### config.mk
export PLATFORM = sky130hd
export DESIGN_NAME = seven_seg_scan_flat
export DESIGN_NICKNAME = d
export VERILOG_FILES = /design/src/rtl/seven_seg_scan_pkg.sv /design/src/rtl/seven_seg_scan_if.sv /design/src/rtl/seven_seg_scan_bcd_to_seg.sv /design/src/rtl/seven_seg_scan.sv /design/src/flat_wrapper.sv
export SDC_FILE = /design/constraint.sdc
export NUM_CORES = 1
export LEC_CHECK = 0
export ABC_CLOCK_PERIOD_IN_PS = 2200
export BUFFER_PORTS_ARGS = -buffer_cell sky130_fd_sc_hd__buf_4
export CAP_MARGIN = 5
export CELL_PAD_IN_SITES_DETAIL_PLACEMENT = 1
export CELL_PAD_IN_SITES_GLOBAL_PLACEMENT = 2
export CORE_AREA = 2 2 90 92
export CTS_CLUSTER_DIAMETER = 40
export DETAILED_ROUTE_END_ITERATION = 16
export DIE_AREA = 0 0 92 94
export GPL_TIMING_DRIVEN = 0
export HOLD_SLACK_MARGIN = 0.15
export PLACE_DENSITY = 0.84
export SYNTH_ARGS = -nofsm -noshare
export SYNTH_HDL_FRONTEND = slang
export SYNTH_SLANG_ARGS = --single-unit
### constraint.sdc
create_clock -name clk -period 2.2 [get_ports clk]
set_clock_uncertainty 0.05 [all_clocks]
set_input_delay 0.44 -clock clk [delete_from_list [all_inputs] [get_ports clk]]
set_output_delay 0.44 -clock clk [all_outputs]
set_load 0.005 [all_outputs]
### src/rtl/seven_seg_scan_pkg.sv
// Shared constants and types for the 4-digit multiplexed 7-segment scanner.
// Segment patterns are active-low and ordered {g,f,e,d,c,b,a}.
package seven_seg_scan_pkg;

   localparam int NUM_DIGITS = 4;
   localparam int IDX_W      = 2;

   typedef logic [3:0]       digit_t;
   typedef logic [6:0]       seg_t;
   typedef logic [IDX_W-1:0] idx_t;

   localparam seg_t SEG_BLANK = 7'b1111111;
   localparam seg_t SEG_DASH  = 7'b0111111;

   localparam seg_t SEG_DIGIT [10] = '{
      7'b1000000,   // 0
      7'b1111001,   // 1
      7'b0100100,   // 2
      7'b0110000,   // 3
      7'b0011001,   // 4
      7'b0010010,   // 5
      7'b0000010,   // 6
      7'b1111000,   // 7
      7'b0000000,   // 8
      7'b0010000    // 9
   };

endpackage : seven_seg_scan_pkg

### src/rtl/seven_seg_scan_if.sv
// Display-side bundle: BCD digits and adjust controls from the stopwatch,
// segment/anode/decimal-point drive toward the board pins.
interface seven_seg_scan_if;
   import seven_seg_scan_pkg::*;

   digit_t     led_0;   // seconds low, rightmost
   digit_t     led_1;   // seconds high
   digit_t     led_2;   // minutes low
   digit_t     led_3;   // minutes high, leftmost
   logic       adj;     // adjust mode, enables blinking
   logic       sel;     // 1: seconds pair blinks, 0: minutes pair blinks
   seg_t       seg;     // active-low segments {g..a}
   logic [3:0] an;      // active-low anodes, an[i] = digit i
   logic       dp;      // active-low decimal point

   // Stopwatch side: supplies digits and controls, observes the pins.
   modport master (
      output led_0, led_1, led_2, led_3, adj, sel,
      input  seg, an, dp
   );

   // Scanner side.
   modport slave (
      input  led_0, led_1, led_2, led_3, adj, sel,
      output seg, an, dp
   );

endinterface : seven_seg_scan_if

### src/rtl/seven_seg_scan_bcd_to_seg.sv
// Combinational BCD to active-low 7-segment decoder; non-BCD codes show a dash.
module seven_seg_scan_bcd_to_seg
   import seven_seg_scan_pkg::*;
(
   input  digit_t digit_i,
   output seg_t   seg_o
);

   // Look the digit up in the pattern table, falling back to a dash.
   always_comb begin
      // NOTE: the default assignment first keeps every path driven, so no latch is inferred.
      seg_o = SEG_DASH;
      for (int i = 0; i < 10; i++) begin
         if (digit_i == 4'(i)) begin
            seg_o = SEG_DIGIT[i];
         end
      end
   end

endmodule : seven_seg_scan_bcd_to_seg

### src/rtl/seven_seg_scan.sv
// Time-multiplexed driver for a 4-digit common-anode display (MM.SS).
// Digits are latched into shadow registers once per frame so a frame never
// shows a mix of old and new values; the adjusted pair blinks in adjust mode.
module seven_seg_scan
   import seven_seg_scan_pkg::*;
#(
   parameter int REFRESH_DIV = 100000,   // clk cycles per digit slot
   parameter int BLINK_TICKS = 250       // slot ticks per blink half-period
) (
   input  logic             clk,
   input  logic             rst,
   seven_seg_scan_if.slave  disp
);

   localparam int CNT_W = (REFRESH_DIV > 1) ? $clog2(REFRESH_DIV) : 1;
   localparam int BLK_W = (BLINK_TICKS > 1) ? $clog2(BLINK_TICKS) : 1;

   localparam logic [CNT_W-1:0] CNT_LAST = CNT_W'(REFRESH_DIV - 1);
   localparam logic [BLK_W-1:0] BLK_LAST = BLK_W'(BLINK_TICKS - 1);
   localparam idx_t             IDX_LAST = idx_t'(NUM_DIGITS - 1);
   localparam idx_t             IDX_DP   = idx_t'(2);

   // Scan and blink state.
   logic [CNT_W-1:0] cnt_q, cnt_d;
   idx_t             idx_q, idx_d;
   logic [BLK_W-1:0] blink_cnt_q, blink_cnt_d;
   logic             blink_phase_q, blink_phase_d;
   logic             first_q;   // high on the first cycle after reset release

   // Frame-stable copy of the input digits.
   digit_t [NUM_DIGITS-1:0] shadow_q, shadow_d;
   digit_t [NUM_DIGITS-1:0] live;

   // Registered pin drive.
   logic [3:0] an_q, an_d;
   seg_t       seg_q, seg_d;
   logic       dp_q, dp_d;

   logic   tick;
   logic   snapshot;
   logic   blank;
   digit_t view_digit;
   seg_t   dec_seg;

   assign live = {disp.led_3, disp.led_2, disp.led_1, disp.led_0};
   assign tick = (cnt_q == CNT_LAST);

   // A frame ends on the tick that leaves the last digit; the first cycle out
   // of reset also captures so the display never starts with stale zeros.
   assign snapshot = first_q | (tick & (idx_q == IDX_LAST));

   // On the capture cycle after reset the shadow still holds zeros, so show
   // the live digit that is being captured; otherwise show the frame copy.
   assign view_digit = first_q ? live[idx_q] : shadow_q[idx_q];

   // idx_q[1] separates the seconds pair (0,1) from the minutes pair (2,3).
   assign blank = disp.adj & blink_phase_q & (disp.sel ? ~idx_q[1] : idx_q[1]);

   seven_seg_scan_bcd_to_seg u_dec (
      .digit_i (view_digit),
      .seg_o   (dec_seg)
   );

   // Next-state for refresh counter, digit index, shadow digits and blink timer.
   always_comb begin
      cnt_d         = tick ? '0 : cnt_q + 1'b1;
      idx_d         = tick ? idx_q + 1'b1 : idx_q;
      shadow_d      = snapshot ? live : shadow_q;
      blink_cnt_d   = blink_cnt_q;
      blink_phase_d = blink_phase_q;
      if (!disp.adj) begin
         // Held visible outside adjust so entry always begins with a full lit half-period.
         blink_cnt_d   = '0;
         blink_phase_d = 1'b0;
      end else if (tick) begin
         if (blink_cnt_q == BLK_LAST) begin
            blink_cnt_d   = '0;
            blink_phase_d = ~blink_phase_q;
         end else begin
            blink_cnt_d = blink_cnt_q + 1'b1;
         end
      end
   end

   // Pin values for the digit currently selected by idx_q.
   always_comb begin
      an_d  = blank ? 4'b1111 : ~(4'b0001 << idx_q);
      seg_d = blank ? SEG_BLANK : dec_seg;
      dp_d  = ~((idx_q == IDX_DP) & ~blank);
   end

   // State and output registers with synchronous reset to all-off.
   always_ff @(posedge clk) begin
      // NOTE: sequential state uses non-blocking assignments so every register samples pre-edge values.
      if (rst) begin
         cnt_q         <= '0;
         idx_q         <= '0;
         blink_cnt_q   <= '0;
         blink_phase_q <= 1'b0;
         first_q       <= 1'b1;
         shadow_q      <= '0;
         an_q          <= 4'b1111;
         seg_q         <= SEG_BLANK;
         dp_q          <= 1'b1;
      end else begin
         cnt_q         <= cnt_d;
         idx_q         <= idx_d;
         blink_cnt_q   <= blink_cnt_d;
         blink_phase_q <= blink_phase_d;
         first_q       <= 1'b0;
         shadow_q      <= shadow_d;
         an_q          <= an_d;
         seg_q         <= seg_d;
         dp_q          <= dp_d;
      end
   end

   assign disp.an  = an_q;
   assign disp.seg = seg_q;
   assign disp.dp  = dp_q;

endmodule : seven_seg_scan
### src/flat_wrapper.sv
// flat-port wrapper written by rule: the top's interface ports become plain ports
module seven_seg_scan_flat import seven_seg_scan_pkg::*;
#(
   parameter int REFRESH_DIV = 100000,                               
   parameter int BLINK_TICKS = 250                                          
)
  (clk, rst, disp_led_0, disp_led_1, disp_led_2, disp_led_3, disp_adj, disp_sel, disp_seg, disp_an, disp_dp);
  seven_seg_scan_if disp_i ();
  input  logic clk;
  input  logic rst;
  input wire logic [$bits(disp_i.led_0)-1:0] disp_led_0;
  input wire logic [$bits(disp_i.led_1)-1:0] disp_led_1;
  input wire logic [$bits(disp_i.led_2)-1:0] disp_led_2;
  input wire logic [$bits(disp_i.led_3)-1:0] disp_led_3;
  input wire logic [$bits(disp_i.adj)-1:0] disp_adj;
  input wire logic [$bits(disp_i.sel)-1:0] disp_sel;
  output wire logic [$bits(disp_i.seg)-1:0] disp_seg;
  output wire logic [$bits(disp_i.an)-1:0] disp_an;
  output wire logic [$bits(disp_i.dp)-1:0] disp_dp;
  assign disp_i.led_0 = disp_led_0;
  assign disp_i.led_1 = disp_led_1;
  assign disp_i.led_2 = disp_led_2;
  assign disp_i.led_3 = disp_led_3;
  assign disp_i.adj = disp_adj;
  assign disp_i.sel = disp_sel;
  assign disp_seg = disp_i.seg;
  assign disp_an = disp_i.an;
  assign disp_dp = disp_i.dp;
  seven_seg_scan #(.REFRESH_DIV(REFRESH_DIV), .BLINK_TICKS(BLINK_TICKS)) u_core (.clk(clk), .rst(rst), .disp(disp_i));
endmodule
==> out/metrics.cfg, run 1 <==
[global_routing]
grt_pass1_wl_mm=9.873
overflow=0
grt_pass1_vias=2059
grt_usage_pct=14.70
antenna_found_initial=0
grt_max_degree=11

[logic_synthesis]
syn_inst=270
synth-edff-count=0
yosysTopAreaCellShare_pct=42.58
synth_nets=297
yosysTopAreaCell=dfxtp_1
synthTopCellsByArea=dfxtp_1 (43%), nor2_1 (6.7%), mux2i_1 (6.0%), mux4_2 (5.0%), xnor2_1 (3.9%)
synth.most_common_cell=dfxtp_1
syn_avg_cell_area_um2=9.926
syn_area_um2=2680
synth_common_cells=dfxtp_1 (57), nor2_1 (48), nand2_1 (18)
async_flop_share_pct=0
synth_ff_type=dfxtp_1
synth_seq_cells=57
ys_types=49
yosys_warnings=0
yosysSeqAreaShare_pct=42.58

[sta]
setup_viol=0
relSlewSlack_pct=65.51
worst_pin_slew_ns=0.5173
period_share_pct=89.67
rsz0062_at_grt=no
fin_ws_ns=0.2272
finalHoldViolCount=0
fmax_mhz=506.9
tns_ns=0
period_needed_ns=1.973
drv_slew=0
hold_slack_ns=0.1984

[cells_and_area]
syn2layout_area_growth_pct=21.76
instances_no_fill=419
num-fill-cells=894
diodes=0
fin_area_um2=3263
utilization_pct=42.89
layout-drive-gt1-share_pct=23.03
final_nets=339
seqCellArea_um2=1141
multi_input_area_um2=1439

[routing]
wirelength_mm=5.490
drtAntennaViolNets=0
wl_per_cell_um=13.10
route.detailed.drc=0
firstDrtPassIters=4
drt_iter0_markers=55
post_drt_via_cell_ratio=4.821
vias=2020

[power]
peakVddDrop_uv=299.2
power_density_nw_per_um2=740.7
leakagePower_nw=1.290
power_mw=2.417

[cts]
cts_tree=done
clk_pin_slew_ns=0.06
insertion_delay_ns=0.34
cts_buffers=9
clockBufferDepth=2
cts_sinks=57
cts_resized=0
cts_hold_buf=0
post_cts_buffers=0
htree_levels=3
ctsRootBufferMaster=clkbuf_8

[worst_hold_path]
min-delay-start=rst
hold_path.class=primary input to register

[floorplan]
die_w_um=92
core_um2=7607
dieArea_um2=8648
initial_core_util_pct=35.23
ios=32
num_rows=32
die_h_um=94

[setup_path]
path_delay_family=multiplexers
max_stage_delay_ns=0.56
endpoint_kind=register
critPathLaunch=u_core.first_q
worst-path-buf-inv=1
cp_slowest_cell=mux4_2
crit_fanout=9
cp_cell_sequence=buf_6 > mux4_2 > mux2i_2 > nor2_1 > a21boi_1 > o221ai_2
critical_path_class=register to register
required_ns=2.36
r2r-start=u_core.first_q
startpoint_type=register
worstPathArrival_ns=2.14

[place]
preCtsSetupSlack_ns=0.1988
portBuffers=31
finalWeightedCongestion=0.7166
dp_cells=403
place_area_um2=3040
dp_hpwl_mm=3.966

[outcome]
outcome=finished clean

[job]
maxCapViolCount=0

[layer usage]
layer  global-route usage, %  routed length [µm]
met5                       0                   0
met4                   8.209                 142
met3                   3.371                 211
met2                   22.06                2373
met1                   19.49                2763
[cell usage in the layout (no fill, tap or decap), drive strengths merged, types with 8 or more instances in the layout]
master	instances
xor2	11
nand2	18
nand3	9
nor2	50
mux2i	19
mux4	8
xnor2	12
buf	39
dfxtp	57
a21oi	11
clkbuf	17
[worst reg2reg max path: stages (launching register included)]
cell and delay [ns]:
dfxtp_1 0.32, buf_6 0.16, mux4_2 0.56, mux2i_2 0.34, nor2_1 0.12, a21boi_1 0.19, o221ai_2 0.10
[report_power, final]
part           switching (mW)  internal, mW  leakage (nW)  total, mW
Clock                   0.406         0.701         0.111       1.11
Sequential             0.0148          1.07         0.466       1.08
Combinational           0.107         0.118         0.713      0.225
[final cells by class]
class,instances,share of cell area [%]
Sequential cell,57,34.97
Clock inverter,2,1.840
Clock buffer,14,4.985
Multi-Input combinational cell,194,44.10
Timing Repair Buffer,31,7.132
Inverter,8,0.9202
Tap cell,102,3.911
Buffer,11,2.147
[flip-flops by register name, indices dropped and copies added (netlist names)]
register	count
u_core.blink_cnt_q	8
u_core.blink_phase_q	1
u_core.cnt_q	17
u_core.disp.an	4
u_core.disp.dp	1
u_core.disp.seg	7
u_core.first_q	1
u_core.idx_q	2
u_core.shadow_q	16
[kinds of logic (layout without fill, tap and decap cells)]
kind of cell / after synthesis / in the layout / synth area share [%]
adders and majority gates: 7 / 7 / 3.268
muxes: 30 / 30 / 16.39
DFF: 57 / 57 / 42.58
buffers and inverters: 19 / 66 / 3.735
xor gates and xnor gates: 23 / 23 / 7.516
AOI/OAI and AO/OA: 26 / 26 / 6.396
and+or+nand+nor: 108 / 108 / 20.12
[path summary, 6_finish.rpt]
check                                     endpoint  slack (ns)  depth (start not counted)
worst max register to register  u_core.disp.seg[3]        0.23                          6
worst min-delay path                u_core.first_q        0.20                          1
worst min register to register     u_core.cnt_q[0]        0.39                          1
worst max-delay path            u_core.disp.seg[3]        0.23                          6
Note: power is estimated with default switching activity, not from simulation.
==> inputs of run 2 (changes only) <==
--- a/config.mk
+++ b/config.mk
@@ -7,16 +7,17 @@
 export LEC_CHECK = 0
 export ABC_CLOCK_PERIOD_IN_PS = 2200
 export BUFFER_PORTS_ARGS = -buffer_cell sky130_fd_sc_hd__buf_4
-export CAP_MARGIN = 5
+export CAP_MARGIN = 10
 export CELL_PAD_IN_SITES_DETAIL_PLACEMENT = 1
 export CELL_PAD_IN_SITES_GLOBAL_PLACEMENT = 2
-export CORE_AREA = 2 2 90 92
+export CORE_AREA = 2 2 96 98
 export CTS_CLUSTER_DIAMETER = 40
 export DETAILED_ROUTE_END_ITERATION = 16
-export DIE_AREA = 0 0 92 94
+export DIE_AREA = 0 0 98 100
 export GPL_TIMING_DRIVEN = 0
 export HOLD_SLACK_MARGIN = 0.15
-export PLACE_DENSITY = 0.84
+export PLACE_DENSITY = 0.86
 export SYNTH_ARGS = -nofsm -noshare
 export SYNTH_HDL_FRONTEND = slang
+export SYNTH_HIERARCHICAL = 1
 export SYNTH_SLANG_ARGS = --single-unit
==> run 2 against run 1 <==
Compared with the run above:
- register-to-register slack got worse by 0.17 ns
- count of clock-buffer cells in the layout decreased by 3
- sequential share of layout area decreased by 4.7 points
- largest cell class unchanged
- highest routed layer unchanged
==> out/metrics.cfg, run 2 <==
[logic_synthesis]
synth-edff-count=0
yosysTopAreaCell=dfxtp_1
synth.most_common_cell=nand2_1
syn_avg_cell_area_um2=8.557
syn_area_um2=3089
synth_nets=388
yosys_warnings=6
async_flop_share_pct=0
synth_ff_type=dfxtp_1
syn_inst=361
ys_types=44
synthTopCellsByArea=dfxtp_1 (37%), nand2_1 (7.3%), mux4_2 (5.8%), o32a_1 (5.2%), or4_1 (3.9%)
synth_seq_cells=57
yosysSeqAreaShare_pct=36.94
yosysTopAreaCellShare_pct=36.94
synth_common_cells=nand2_1 (60), dfxtp_1 (57), nor2_1 (26)

[sta]
rsz0062_at_grt=yes
period_needed_ns=2.148
period_share_pct=97.63
relSlewSlack_pct=60.97
hold_slack_ns=0.1795
setup_viol=0
fmax_mhz=465.6
fin_ws_ns=0.05222
finalHoldViolCount=0
drv_slew=0
worst_pin_slew_ns=0.5854

[routing]
route.detailed.drc=0
drtAntennaViolNets=0
wirelength_mm=9.088
vias=2902
firstDrtPassIters=4
post_drt_via_cell_ratio=5.486
drt_iter0_markers=99
wl_per_cell_um=17.18

[place]
dp_hpwl_mm=6.269
finalWeightedCongestion=0.7938
preCtsSetupSlack_ns=-0.5794
portBuffers=31
place_area_um2=3462

[setup_path]
worstRegToRegCells=9
cp_cell_sequence=buf_12 > clkinv_8 > mux4_2 > o21ai_1 > clkbuf_4 > nor2b_1 > mux2i_2 > o31ai_1 > nand2b_1
worstPathArrival_ns=2.38
required_ns=2.43
startpoint_type=register
cp_slowest_cell=mux4_2
endpoint_kind=register
max_stage_delay_ns=0.49
crit_fanout=7
critical_path_class=register to register

[cts]
htree_levels=3
cts_sinks=57
insertion_delay_ns=0.34
clockBufferDepth=2
ctsRootBufferMaster=clkbuf_8
cts_tree=done
clk_pin_slew_ns=0.07
cts_buffers=9

[global_routing]
antenna_found_initial=0
grt.met3_usage_pct=3.969
overflow=0
grt_use_met2_pct=33.25
grt_pass1_wl_mm=15.08
grt_pass1_vias=3000
grt_usage_pct=19.07
busiest_layer=met2
grt_max_degree=11
grt_util_met1_pct=23.94

[floorplan]
dieArea_um2=9800
ios=32
die_w_um=98
initial_core_util_pct=34.75
core_um2=8890
num_rows=35
die_h_um=100

[worst_hold_path]
holdPathStages=1
hold_path.class=primary input to register

[cells_and_area]
largest_reg_flops=17
final_nets=440
diodes=0
top_register=u_core/cnt_q
reg.largest.list=u_core/cnt_q (17), u_core/shadow_q (16), u_core/blink_cnt_q (8)
final_common_cell=nand2_1
most-common-layout-cells=nand2_1 (59), dfxtp_1 (55), buf_4 (43)
fin_area_um2=3789
layout-drive-gt1-share_pct=21.53
syn2layout_area_growth_pct=22.64

[power]
pwr-share-seq_pct=47.7
pwr-share-comb_pct=13.9
power_density_nw_per_um2=607.0
p_switching_uw=630.8
swShare_pct=27.43
p_int_mw=1.669
peakVddDrop_uv=282.5
leakagePower_nw=1.339
power.share.clock_pct=38.4
power_mw=2.300

[job]
maxCapViolCount=0

[outcome]
outcome=finished clean

run 2: stage by stage:
step,cells,setup TNS (ns),util (%)
floorplan,361,0,-
CTS,522,0,41.55
finish,529,0,42.62
global placement,503,-2.148,38.94
detailed placement,503,-2.741,38.94
global route,529,-0.009506,42.62
run 2: repair_timing:
item,in CTS,in global routing
pin swaps,1,4
gates resized for setup,13,16
endpoints found under the setup margin,7,26
setup buffers,3,8
hold buffers,0,0
run 2: path summary, 6_finish.rpt:
kind | start | endpoint | slack, ns
worst max-delay path | u_core/idx_q[0] | u_core/disp.seg[0] | 0.05
worst min-delay path | rst | u_core/first_q | 0.18
worst max register to register | u_core/idx_q[0] | u_core/disp.seg[0] | 0.05
worst min register to register | u_core/cnt_q[0] | u_core/cnt_q[0] | 0.43
run 2: power by group through the flow:
stage | clock (mW) | combinational, mW | sequential (mW)
4_1_cts | 0.918 | 0.305 | 1.10
5_1_grt | 0.949 | 0.352 | 1.10
6_report | 0.882 | 0.319 | 1.10
3_5_place_dp | 0 | 0.297 | 1.12
3_3_place_gp | 0 | 0.288 | 1.12
2_1_floorplan | 0 | 0.181 | 1.12
run 2: layer usage:
metal / vias to the layer above / wire, µm
met5: - / 0
met4: 0 / 105
met3: 12 / 375
met2: 54 / 4577
met1: 1426 / 4030
li1: 1410 / -
run 2: critical path, delay by kind of cell (launching register included):
kind            cells  cell delay (ns)
compound gates      2             0.32
buf+inv             3             0.44
flops               1             0.36
mux                 2             0.59
simple gates        2             0.33
run 2: kinds of logic (layout without fill, tap and decap cells):
group	after synthesis	in the layout	synth area share (%)
buffers and inverters	54	111	7.452
adder cells (fa/ha/maj)	7	7	2.835
AND/OR/NAND/NOR	154	154	25.35
multiplexers	10	10	6.480
AO/OA/AOI/OAI	61	61	15.84
flip-flops	57	57	36.94
XOR/XNOR	18	18	5.103
run 2: final cells by class:
type                            instances  area, µm²
Buffer                                 29      158.9
Clock buffer                           11      141.4
Clock inverter                          5      31.28
Fill cell                            1073       5101
Inverter                               24      106.4
Multi-Input combinational cell        250       1750
Sequential cell                        57       1146
Tap cell                              111      138.9
Timing Repair Buffer                   42      315.3
